$ cat config.mk
export PLATFORM = sky130hd
export DESIGN_NAME = timer_a_pre_div
export DESIGN_NICKNAME = d
export VERILOG_FILES = /design/src/rtl/timer_a_pkg.sv /design/src/rtl/timer_a_clk_mux.sv /design/src/rtl/timer_a_pre_div.sv
export SDC_FILE = /design/constraint.sdc
export NUM_CORES = 1
export LEC_CHECK = 0
export CAP_MARGIN = 20
export CORE_MARGIN = 2
export CORE_UTILIZATION = 57
export CTS_CLUSTER_DIAMETER = 200
export DETAILED_ROUTE_END_ITERATION = 12
export PLACE_DENSITY_LB_ADDON = 0.25
export SLEW_MARGIN = 20
export SYNTH_ARGS = -nofsm -noshare
export SYNTH_HDL_FRONTEND = slang
export SYNTH_SLANG_ARGS = --single-unit
$ cat constraint.sdc
create_clock -name vclk -period 5.3
set_input_delay 0.795 -clock vclk [all_inputs]
set_output_delay 0.795 -clock vclk [all_outputs]
set_load 0.02 [all_outputs]
$ cat src/rtl/timer_a_pkg.sv
// Shared Timer_A encodings for clock source select and both divider stages,
// plus the prescale ratio decode.
package timer_a_pkg;

    localparam logic [1:0] TASSEL__TACLK = 2'd0;
    localparam logic [1:0] TASSEL__ACLK  = 2'd1;
    localparam logic [1:0] TASSEL__SMCLK = 2'd2;
    localparam logic [1:0] TASSEL__INCLK = 2'd3;

    localparam logic [1:0] ID__1 = 2'd0;
    localparam logic [1:0] ID__2 = 2'd1;
    localparam logic [1:0] ID__4 = 2'd2;
    localparam logic [1:0] ID__8 = 2'd3;

    localparam logic [2:0] IDEX__1 = 3'd0;
    localparam logic [2:0] IDEX__2 = 3'd1;
    localparam logic [2:0] IDEX__3 = 3'd2;
    localparam logic [2:0] IDEX__4 = 3'd3;
    localparam logic [2:0] IDEX__5 = 3'd4;
    localparam logic [2:0] IDEX__6 = 3'd5;
    localparam logic [2:0] IDEX__7 = 3'd6;
    localparam logic [2:0] IDEX__8 = 3'd7;

    localparam int DIV_N_W = 7;

    // Total ratio (2^ID)*(IDEX+1); largest case 8*8 = 64 still fits in 7 bits.
    function automatic logic [DIV_N_W-1:0] calcDivN(input logic [1:0] id, input logic [2:0] idex);
        logic [DIV_N_W-1:0] expRatio;
        expRatio = DIV_N_W'({1'b0, idex} + 4'd1);
        return expRatio << id;
    endfunction

endpackage

$ cat src/rtl/timer_a_clk_mux.sv
// Timer_A 4:1 source clock select. Plain combinational mux; software only
// switches TASSEL with the timer stopped and clears afterwards.
module timer_a_clk_mux
    import timer_a_pkg::*;
(
    input  logic       TAxCLK,
    input  logic       ACLK,
    input  logic       SMCLK,
    input  logic       INCLK,
    input  logic [1:0] TASSEL,
    output logic       srcClk
);

    always_comb begin
        srcClk = TAxCLK;
        case (TASSEL)
            TASSEL__TACLK: srcClk = TAxCLK;
            TASSEL__ACLK:  srcClk = ACLK;
            TASSEL__SMCLK: srcClk = SMCLK;
            TASSEL__INCLK: srcClk = INCLK;
            default:       srcClk = TAxCLK;
        endcase
    end

endmodule

$ cat src/rtl/timer_a_pre_div.sv
// Timer_A clock prescaler: selects a source and divides it by (2^ID)*(IDEX+1),
// producing TimerClock for the TAxR counter. TACLR restarts the prescale phase.
module timer_a_pre_div
    import timer_a_pkg::*;
#(
    parameter int CNT_W = 6
) (
    input  logic       TAxCLK,
    input  logic       ACLK,
    input  logic       SMCLK,
    input  logic       INCLK,
    input  logic       reset,
    input  logic       wTACLR,
    input  logic [1:0] TASSEL,
    input  logic [1:0] ID,
    input  logic [2:0] IDEX,
    output logic       TimerClock
);

    logic                srcClk;
    logic                clear;
    logic                divReg;
    logic [CNT_W-1:0]    divCount;
    logic [DIV_N_W-1:0]  divN;
    logic [DIV_N_W-1:0]  countExt;

    timer_a_clk_mux uClkMux (
        .TAxCLK (TAxCLK),
        .ACLK   (ACLK),
        .SMCLK  (SMCLK),
        .INCLK  (INCLK),
        .TASSEL (TASSEL),
        .srcClk (srcClk)
    );

    assign divN     = calcDivN(ID, IDEX);
    assign countExt = DIV_N_W'(divCount);

    // TACLR strobes can be shorter than a source period, so it joins reset as an async clear.
    assign clear = ~reset | wTACLR;

    // The >= wrap test keeps the count bounded when the ratio shrinks mid-count.
    always_ff @(posedge srcClk or posedge clear) begin
        if (clear) begin
            divCount <= '0;
            divReg   <= 1'b0;
        end else begin
            divReg   <= (countExt < (divN >> 1));
            divCount <= (countExt >= (divN - 7'd1)) ? '0 : divCount + 1'b1;
        end
    end

    assign TimerClock = (divN == 7'd1) ? (srcClk & ~clear) : divReg;

endmodule

Yosys cells after proc, flatten, opt, wreduce, memory -nomap -nowiden
Cells that the tools add are included.
- output and inout bits: 1
- logic and storage cells: 20
- input port bits: 13
- flip-flop bits (word level): 7
- eq/ne operators: 4
- shift operators: 1
- $lt $le $gt $ge: 2
- reductions and logical operators: 1
- muxes and demuxes: 3
- add/subtract/negate cells: 3
- bitwise operators: 4
- operator list (operator ; number):
    7-bit by 1-bit equality test with 1-bit output (second input constant) ; 1
    6-bit by 7-bit >= comparator with 1-bit output ; 1
    4-bit by 2-bit << shifter with 7-bit output ; 1
    7-bit by 1-bit subtractor with 7-bit output (second input constant) ; 1
    6-bit by 1-bit adder with 6-bit output (second input constant) ; 1
    6-bit < comparator ; 1
    6-bit 2-to-1 mux ; 1
    3-bit by 1-bit adder with 4-bit output (second input constant) ; 1
    2-bit equality test (second input constant) ; 2
    1-bit case mux with 4 select lines ; 1
    2-bit by 1-bit equality test with 1-bit output (second input constant) ; 1
    2-bit logical NOT ; 1
    1-bit inverter ; 2
    1-bit bitwise AND ; 1
    1-bit 2-to-1 mux ; 1
    1-bit bitwise OR ; 1

Longest topological paths before layout
Gate-level depths: netlist of the first run.
- depth in word-level cells: 5
- mapped depth: 12
- mapped depth without buffers: 12

Hierarchy
From an unflattened synthesis of the first run, not the netlist that was laid out.
- cell total of the unflattened synthesis: 109
- area total of the unflattened synthesis: 928.4 um2
- by module, submodules not included (module ; times used ; seq. area each (um2) ; area an instance (um2) ; cells each):
    timer_a_pre_div ; 1 ; 175.2 ; 905.9 ; 108
    timer_a_clk_mux ; 1 ; 0.0 ; 22.5 ; 1

==> results of run 1 <==
power groups by stage:
stage	clock, mW	combinational, mW	sequential (mW)
5_1_grt	0	0.0959	0.0102
4_1_cts	0	0.0851	0.00994
6_report	0	0.0848	0.00995
3_3_place_gp	0	0.0813	0.00981
2_1_floorplan	0	0.0606	0.00911
3_5_place_dp	0	0.0844	0.00996
layer usage:
layer / track usage / vias up
met5: 0 / -
met4: 0 / 0
met3: 0 / 0
met2: 0.4059 / 27
met1: 0.3130 / 394
li1: - / 422
worst max-delay path, delay by kind of cell:
kind / cells / cell delay (ns)
AND/OR/NAND/NOR: 1 / 0.15
XOR/XNOR: 1 / 0.32
adder cells (fa/ha/maj): 1 / 0.30
multiplexers: 1 / 0.16
AO/OA/AOI/OAI: 2 / 0.53
buffers and inverters: 2 / 1.27
state kept, by name (all words and copies together) (netlist names):
name,cells
divCount,6
divReg,1
metrics by stage:
stage / setup slack [ns] / cells / power, mW / area (µm²)
6_report: 0.9695 / 135 / 0.09479 / 1065
5_1_grt: 0.8498 / 135 / 0.1061 / 1065
3_3_place_gp: 1.037 / 135 / 0.09113 / 1065
4_1_cts: 0.9768 / 135 / 0.09502 / 1065
2_1_floorplan: 2.249 / 109 / 0.06970 / 925.9
3_5_place_dp: 0.9774 / 135 / 0.09437 / 1065
cell families (layout without fill, tap and decap cells):
logic type | after synthesis | in the layout | synth area share
XOR/XNOR | 8 | 8 | 0.08379
multiplexers | 2 | 2 | 0.03513
flip-flops | 7 | 7 | 0.1892
buffers and inverters | 12 | 22 | 0.05541
AO/OA/AOI/OAI | 29 | 29 | 0.2446
AND/OR/NAND/NOR | 36 | 36 | 0.1906
adder cells (fa/ha/maj) | 15 | 15 | 0.2014
placed cells by master, fill, tap and decap left out, types with 4 or more instances in the layout:
cell / netlist / routed
ha_1: 14 / 14
clkdlybuf4s50_1: 0 / 14
nor2_1: 10 / 10
inv_1: 8 / 8
nand2_1: 7 / 7
nand3_1: 7 / 7
dfrtp_1: 7 / 7
o21ai_0: 5 / 5
a21oi_1: 5 / 5
xor2_1: 4 / 4
layout make-up:
class / count / area [µm²]
fillers: 130 / 441.7
inverters: 8 / 30.03
multi-input cells: 90 / 699.4
flip-flops and latches: 7 / 175.2
well taps: 16 / 20.02
repair buffers: 14 / 140.1
final timing paths:
path | endpoint
worst max-delay path | TimerClock
worst min-delay path | TimerClock
==> report_table.html, run 1 <==
<table>
<tr><th>Metric</th><th>Value</th></tr>
<tr><th colspan="2">Worst setup path</th></tr>
<tr><td>Critical path, cell by cell</td><td>clkdlybuf4s50_1, ha_1, xor2_2, nand2_1, a32o_1, o2111a_1, mux2i_1, clkdlybuf4s50_1</td></tr>
<tr><td>Critical path arrival</td><td>3.54 ns</td></tr>
<tr><td>Source of the critical timing path</td><td>IDEX[0]</td></tr>
<tr><td>Setup crit start kind</td><td>input pin</td></tr>
<tr><td>Cell with the largest stage delay on the worst path</td><td>clkdlybuf4s50_1</td></tr>
<tr><td>Critical Path Most Common Cell</td><td>clkdlybuf4s50_1</td></tr>
<tr><td>Max Fanout on Critical Path</td><td>10</td></tr>
<tr><td>Required time of the worst setup path</td><td>4.51 ns</td></tr>
<tr><td>Worst setup path class</td><td>input pin to output port</td></tr>
<tr><td>Crit end category</td><td>output port</td></tr>
<tr><td>Delay contributed by the slowest stage of the critical path</td><td>0.65 ns</td></tr>
<tr><th colspan="2">STA</th></tr>
<tr><td>Final critical path time including I/O delays and setup</td><td>4.331 ns</td></tr>
<tr><td>Hold Fails Final Rpt</td><td>0</td></tr>
<tr><td>Count of endpoints without a timing constraint</td><td>7</td></tr>
<tr><td>Register pins left without a clock</td><td>7</td></tr>
<tr><td>Crit share post-route</td><td>0.8171</td></tr>
<tr><td>Final count of negative-setup-slack endpoints</td><td>0</td></tr>
<tr><td>Headroom to the max-slew limit</td><td>0.5632</td></tr>
<tr><td>Final worst hold slack</td><td>2.919 ns</td></tr>
<tr><td>Setup repair after global routing missed its margin</td><td>no</td></tr>
<tr><td>Sum of negative setup slack</td><td>0 ns</td></tr>
<tr><td>Max Clock Freq</td><td>230.9 MHz</td></tr>
<tr><td>Pins over their slew limit</td><td>0</td></tr>
<tr><td>Actual slew at the worst max-slew pin</td><td>0.6538 ns</td></tr>
<tr><th colspan="2">Routing</th></tr>
<tr><td>M1 WL</td><td>908 µm</td></tr>
<tr><td>Top Layer Used</td><td>met3</td></tr>
<tr><td>Antenna-violating nets left</td><td>0</td></tr>
<tr><td>Total wirelength of the detailed-routed design</td><td>2032 µm</td></tr>
<tr><td>Vias per Instance</td><td>6.244</td></tr>
<tr><td>Routed via count</td><td>843</td></tr>
<tr><td>Detail Route met3 WL</td><td>73 µm</td></tr>
<tr><td>Count of routing violations after the opening detailed-route iteration</td><td>28</td></tr>
<tr><td>Pre-Repair DR Iteration Count</td><td>4</td></tr>
<tr><td>Number of remaining DRC errors</td><td>0</td></tr>
<tr><td>Detailed-routed wire length on met2</td><td>1050 µm</td></tr>
<tr><td>DR WL/cell</td><td>15.05 µm</td></tr>
<tr><th colspan="2">GRT</th></tr>
<tr><td>Overall overflow remaining after global route</td><td>0</td></tr>
<tr><td>Number of global-route vias before repair</td><td>791</td></tr>
<tr><td>First-pass GRT wire length</td><td>3332 µm</td></tr>
<tr><td>Pin count of the biggest net entering global routing</td><td>13</td></tr>
<tr><td>Initial antenna violation count</td><td>0</td></tr>
<tr><td>Global router's overall resource usage</td><td>0.2216</td></tr>
<tr><th colspan="2">Synthesis</th></tr>
<tr><td>Area of the mapped netlist</td><td>925.9 µm²</td></tr>
<tr><td>Synth area leader</td><td>dfrtp_1</td></tr>
<tr><td>Syn Nets</td><td>136</td></tr>
<tr><td>Area share of the leading cell type in the synthesized netlist</td><td>0.1892</td></tr>
<tr><td>Synthesis-stage register bit count</td><td>7</td></tr>
<tr><td>Synthesis warning total</td><td>0</td></tr>
<tr><td>Most common flop cell mapped by yosys</td><td>dfrtp_1</td></tr>
<tr><td>Sequential element share of the synthesized area</td><td>0.1892</td></tr>
<tr><td>Mean cell area of the mapped netlist</td><td>8.494 µm²</td></tr>
<tr><td>Cell with the most instances after synthesis</td><td>ha_1</td></tr>
<tr><td>Number of synthesized flops with an enable pin</td><td>0</td></tr>
<tr><td>Async set-or-reset flop fraction in the synthesized netlist</td><td>1.000</td></tr>
<tr><td>Gate count after technology mapping</td><td>109</td></tr>
<tr><td>Synth top area cells</td><td>dfrtp_1, ha_1, nor2_1, nand3_1, xor2_1</td></tr>
<tr><td>Synth unique cells</td><td>38</td></tr>
<tr><td>Synth cell count leaders</td><td>ha_1, nor2_1, inv_1</td></tr>
<tr><th colspan="2">Run</th></tr>
<tr><td>Max-Cap Viols</td><td>0</td></tr>
<tr><th colspan="2">Power and ir drop</th></tr>
<tr><td>Worst-case vdd ir drop</td><td>0.05380 mV</td></tr>
<tr><td>Share of power burned in combinational logic</td><td>0.895</td></tr>
<tr><td>Clock group share of total power</td><td>0</td></tr>
<tr><td>Leak Pwr</td><td>0.4854 nW</td></tr>
<tr><td>Ratio of total power to cell area</td><td>89.02 nW/µm²</td></tr>
<tr><td>Proportion of total power due to net switching</td><td>0.4993</td></tr>
<tr><td>Internal</td><td>47.46 µW</td></tr>
<tr><td>P_sw</td><td>47.33 µW</td></tr>
<tr><td>Sequential share of power</td><td>0.105</td></tr>
<tr><th colspan="2">Clock network</th></tr>
<tr><td>Hold-fix buffer count after cts</td><td>0</td></tr>
<tr><td>Buffers inserted during post-CTS setup optimization</td><td>0</td></tr>
<tr><td>Resized Gates After CTS</td><td>0</td></tr>
<tr><th colspan="2">Final layout</th></tr>
<tr><td>Area Growth Syn to Fin</td><td>15.00%</td></tr>
<tr><td>Final antenna diode count</td><td>0</td></tr>
<tr><td>Post-route core utilization</td><td>0.7068</td></tr>
<tr><td>Net count, final</td><td>148</td></tr>
<tr><td>Share of layout cells above drive strength 1</td><td>0.06723</td></tr>
<tr><th colspan="2">Floorplanning</th></tr>
<tr><td>Die Width</td><td>44.31 µm</td></tr>
<tr><td>Initial standard-cell utilization of the core</td><td>0.6146</td></tr>
<tr><td>Die Area</td><td>1963 µm²</td></tr>
<tr><td>Die extent in y</td><td>44.31 µm</td></tr>
<tr><td>Floorplan core area</td><td>1506 µm²</td></tr>
<tr><td>Number of primary I/O pins</td><td>14</td></tr>
<tr><td>Number of rows in the core area</td><td>14</td></tr>
<tr><th colspan="2">Placed design</th></tr>
<tr><td>Half-perimeter wire length after placement</td><td>1733 µm</td></tr>
<tr><td>RePlAce Congestion</td><td>1.001</td></tr>
<tr><td>Number of port buffers</td><td>14</td></tr>
<tr><th colspan="2">Hold path</th></tr>
<tr><td>Kind of path behind the tightest hold check</td><td>input pin to output port</td></tr>
<tr><td>Origin of the worst min-delay path</td><td>wTACLR</td></tr>
<tr><td>Number of cells on the worst hold path</td><td>5</td></tr>
<tr><th colspan="2">Status</th></tr>
<tr><td>Result of the run</td><td>completed</td></tr>
</table>
Power figures use the tool's default switching activity.
==> run 2, diff against run 1 <==
- CORE_UTILIZATION: 57 -> 48
- clock period: 5.3 -> 3.84 ns (I/O delays scaled with it)
==> run 2 against run 1 <==
Final cell count grew 10%. Final area grew 4.6%. Critical path depth unchanged. Sequential share of layout area shrank 0.72 points. Worst hold slack got worse by 0.44 ns. Sequential cell count is the same. Combinational power grew 44%. Setup slack got worse by 0.82 ns.
==> report_table.html, run 2 (synthesized netlist as in run 1, its figures left out) <==
<table>
<tr><th>Metric</th><th>Value</th></tr>
<tr><th colspan="2">Status</th></tr>
<tr><td>Result of the run</td><td>completed (unchanged)</td></tr>
<tr><th colspan="2">STA</th></tr>
<tr><td>Sum of negative setup slack</td><td>0 ns (unchanged)</td></tr>
<tr><td>Pins over their slew limit</td><td>0 (unchanged)</td></tr>
<tr><td>Final count of negative-setup-slack endpoints</td><td>0 (unchanged)</td></tr>
<tr><td>Count of endpoints without a timing constraint</td><td>7 (unchanged)</td></tr>
<tr><td>Actual slew at the worst max-slew pin</td><td>0.5093 ns (was 0.6538 ns)</td></tr>
<tr><td>Final critical path time including I/O delays and setup</td><td>3.691 ns</td></tr>
<tr><td>Setup repair after global routing missed its margin</td><td>no (unchanged)</td></tr>
<tr><td>Max Clock Freq</td><td>270.9 MHz</td></tr>
<tr><td>Hold Fails Final Rpt</td><td>0 (unchanged)</td></tr>
<tr><td>Headroom to the max-slew limit</td><td>0.6605 (was 0.5632)</td></tr>
<tr><td>Register pins left without a clock</td><td>7 (unchanged)</td></tr>
<tr><td>Crit share post-route</td><td>0.9612</td></tr>
<tr><th colspan="2">Final layout</th></tr>
<tr><td>Flip-flop count of the largest register, all copies and words added</td><td>6 (unchanged)</td></tr>
<tr><td>Final antenna diode count</td><td>0 (unchanged)</td></tr>
<tr><td>Highest-count cells in the layout ignoring fill and taps</td><td>ha_1, clkdlybuf4s50_1, nor2_1, inv_1 (unchanged)</td></tr>
<tr><td>Most flop-heavy register</td><td>divCount (unchanged)</td></tr>
<tr><td>Post-Layout Cell Count</td><td>149 (was 135)</td></tr>
<tr><td>Area Growth Syn to Fin</td><td>20.27% (was 15.00%)</td></tr>
<tr><td>Net count, final</td><td>153 (was 148)</td></tr>
<tr><td>Fillers</td><td>176 (was 130)</td></tr>
<tr><td>Share of layout cells above drive strength 1</td><td>0.1048 (was 0.06723)</td></tr>
<tr><td>Registers with the highest flip-flop counts</td><td>divCount x6, divReg x1 (unchanged)</td></tr>
<tr><th colspan="2">Floorplanning</th></tr>
<tr><td>Die Width</td><td>47.92 µm (was 44.31 µm)</td></tr>
<tr><td>Number of primary I/O pins</td><td>14 (unchanged)</td></tr>
<tr><td>Die Area</td><td>2296 µm² (was 1963 µm²)</td></tr>
<tr><td>Initial standard-cell utilization of the core</td><td>0.5248 (was 0.6146)</td></tr>
<tr><td>Number of rows in the core area</td><td>15 (was 14)</td></tr>
<tr><td>Die extent in y</td><td>47.92 µm (was 44.31 µm)</td></tr>
<tr><td>Floorplan core area</td><td>1764 µm² (was 1506 µm²)</td></tr>
<tr><th colspan="2">GRT</th></tr>
<tr><td>Global router's overall resource usage</td><td>0.1851 (was 0.2216)</td></tr>
<tr><td>Number of global-route vias before repair</td><td>766 (was 791)</td></tr>
<tr><td>First-pass GRT wire length</td><td>3167 µm (was 3332 µm)</td></tr>
<tr><td>Pin count of the biggest net entering global routing</td><td>12 (was 13)</td></tr>
<tr><td>Overall overflow remaining after global route</td><td>0 (unchanged)</td></tr>
<tr><td>Initial antenna violation count</td><td>0 (unchanged)</td></tr>
<tr><th colspan="2">Placed design</th></tr>
<tr><td>RePlAce Congestion</td><td>0.8528 (was 1.001)</td></tr>
<tr><td>Post-placement cell count</td><td>149 (was 135)</td></tr>
<tr><td>Number of port buffers</td><td>14 (unchanged)</td></tr>
<tr><td>Half-perimeter wire length after placement</td><td>1586 µm (was 1733 µm)</td></tr>
<tr><th colspan="2">Hold path</th></tr>
<tr><td>Kind of path behind the tightest hold check</td><td>input pin to output port (unchanged)</td></tr>
<tr><th colspan="2">Routing</th></tr>
<tr><td>Count of routing violations after the opening detailed-route iteration</td><td>10 (was 28)</td></tr>
<tr><td>Vias per Instance</td><td>5.651 (was 6.244)</td></tr>
<tr><td>Routed via count</td><td>842 (was 843)</td></tr>
<tr><td>Number of remaining DRC errors</td><td>0 (unchanged)</td></tr>
<tr><td>Total wirelength of the detailed-routed design</td><td>1928 µm (was 2032 µm)</td></tr>
<tr><td>DR WL/cell</td><td>12.94 µm (was 15.05 µm)</td></tr>
<tr><td>Pre-Repair DR Iteration Count</td><td>4 (unchanged)</td></tr>
<tr><td>Antenna-violating nets left</td><td>0 (unchanged)</td></tr>
<tr><th colspan="2">Power and ir drop</th></tr>
<tr><td>Worst-case vdd ir drop</td><td>0.06569 mV (was 0.05380 mV)</td></tr>
<tr><td>Ratio of total power to cell area</td><td>121.4 nW/µm² (was 89.02 nW/µm²)</td></tr>
<tr><td>Leak Pwr</td><td>0.5096 nW (was 0.4854 nW)</td></tr>
<tr><th colspan="2">Worst setup path</th></tr>
<tr><td>Worst setup path class</td><td>input pin to output port (unchanged)</td></tr>
<tr><td>Crit end category</td><td>output port (unchanged)</td></tr>
<tr><td>Required time of the worst setup path</td><td>3.26 ns (was 4.51 ns)</td></tr>
<tr><td>Setup crit start kind</td><td>input pin (unchanged)</td></tr>
<tr><td>Critical path arrival</td><td>3.12 ns (was 3.54 ns)</td></tr>
<tr><td>Max Fanout on Critical Path</td><td>7 (was 10)</td></tr>
<tr><th colspan="2">Clock network</th></tr>
<tr><td>Buffers inserted during post-CTS setup optimization</td><td>0 (unchanged)</td></tr>
<tr><td>Resized Gates After CTS</td><td>0 (unchanged)</td></tr>
<tr><td>Hold-fix buffer count after cts</td><td>0 (unchanged)</td></tr>
<tr><th colspan="2">Run</th></tr>
<tr><td>Max-Cap Viols</td><td>0 (unchanged)</td></tr>
</table>
run 2: cell count changes in the layout (fill, tap and decap cells not counted):
cell | before | now
buf_4 | 0 | 5
run 2: layer usage:
metal	part of all wire	global-route usage	wire, µm	vias to the layer above
met2	0.49	0.3360	945	18
met4	0	0	0	0
met5	0	0	0	-
met3	0.033	0.003774	63	0
met1	0.48	0.2609	919	391
li1	-	-	-	433
run 2: power by group:
group	internal, mW	switching (mW)
combinational	0.0596	0.0622
clock	0	0
sequential	0.00993	0.00350
total	0.0695	0.0657
run 2: per-stage QoR:
| stage | total power, mW | hold slack (ns) | setup slack, ns | util | cell area (µm²) |
|---|---|---|---|---|---|
| 2_1_floorplan | 0.09620 | 1.509 | 1.227 | - | 925.9 |
| 3_3_place_gp | 0.1311 | 2.462 | 0.2332 | 0.6312 | 1114 |
| 3_5_place_dp | 0.1346 | 2.490 | 0.1685 | 0.6312 | 1114 |
| 4_1_cts | 0.1354 | 2.489 | 0.1471 | 0.6312 | 1114 |
| 5_1_grt | 0.1495 | 2.561 | 0.01759 | 0.6312 | 1114 |
| 6_report | 0.1352 | 2.477 | 0.1488 | 0.6312 | 1114 |
run 2: final timing paths:
path,to,from,depth (start not counted)
worst max-delay path,TimerClock,IDEX[1],8
worst min-delay path,TimerClock,wTACLR,6
run 2: cell type report:
type                       count  area (µm²)  share of cell area
timing repair buffer          19       177.7              0.1595
inverter                       8       30.03             0.02697
multi-input combinational     90       699.4              0.6281
sequential                     7       175.2              0.1573
tap                           25       31.28             0.02809
run 2: worst max-delay path, cell delays in order:
cell	delay, ns
clkdlybuf4s50_1	0.55
ha_1	0.25
xor2_2	0.33
nand2_1	0.15
a32o_1	0.26
o2111a_1	0.23
mux2i_1	0.15
clkdlybuf4s50_1	0.62
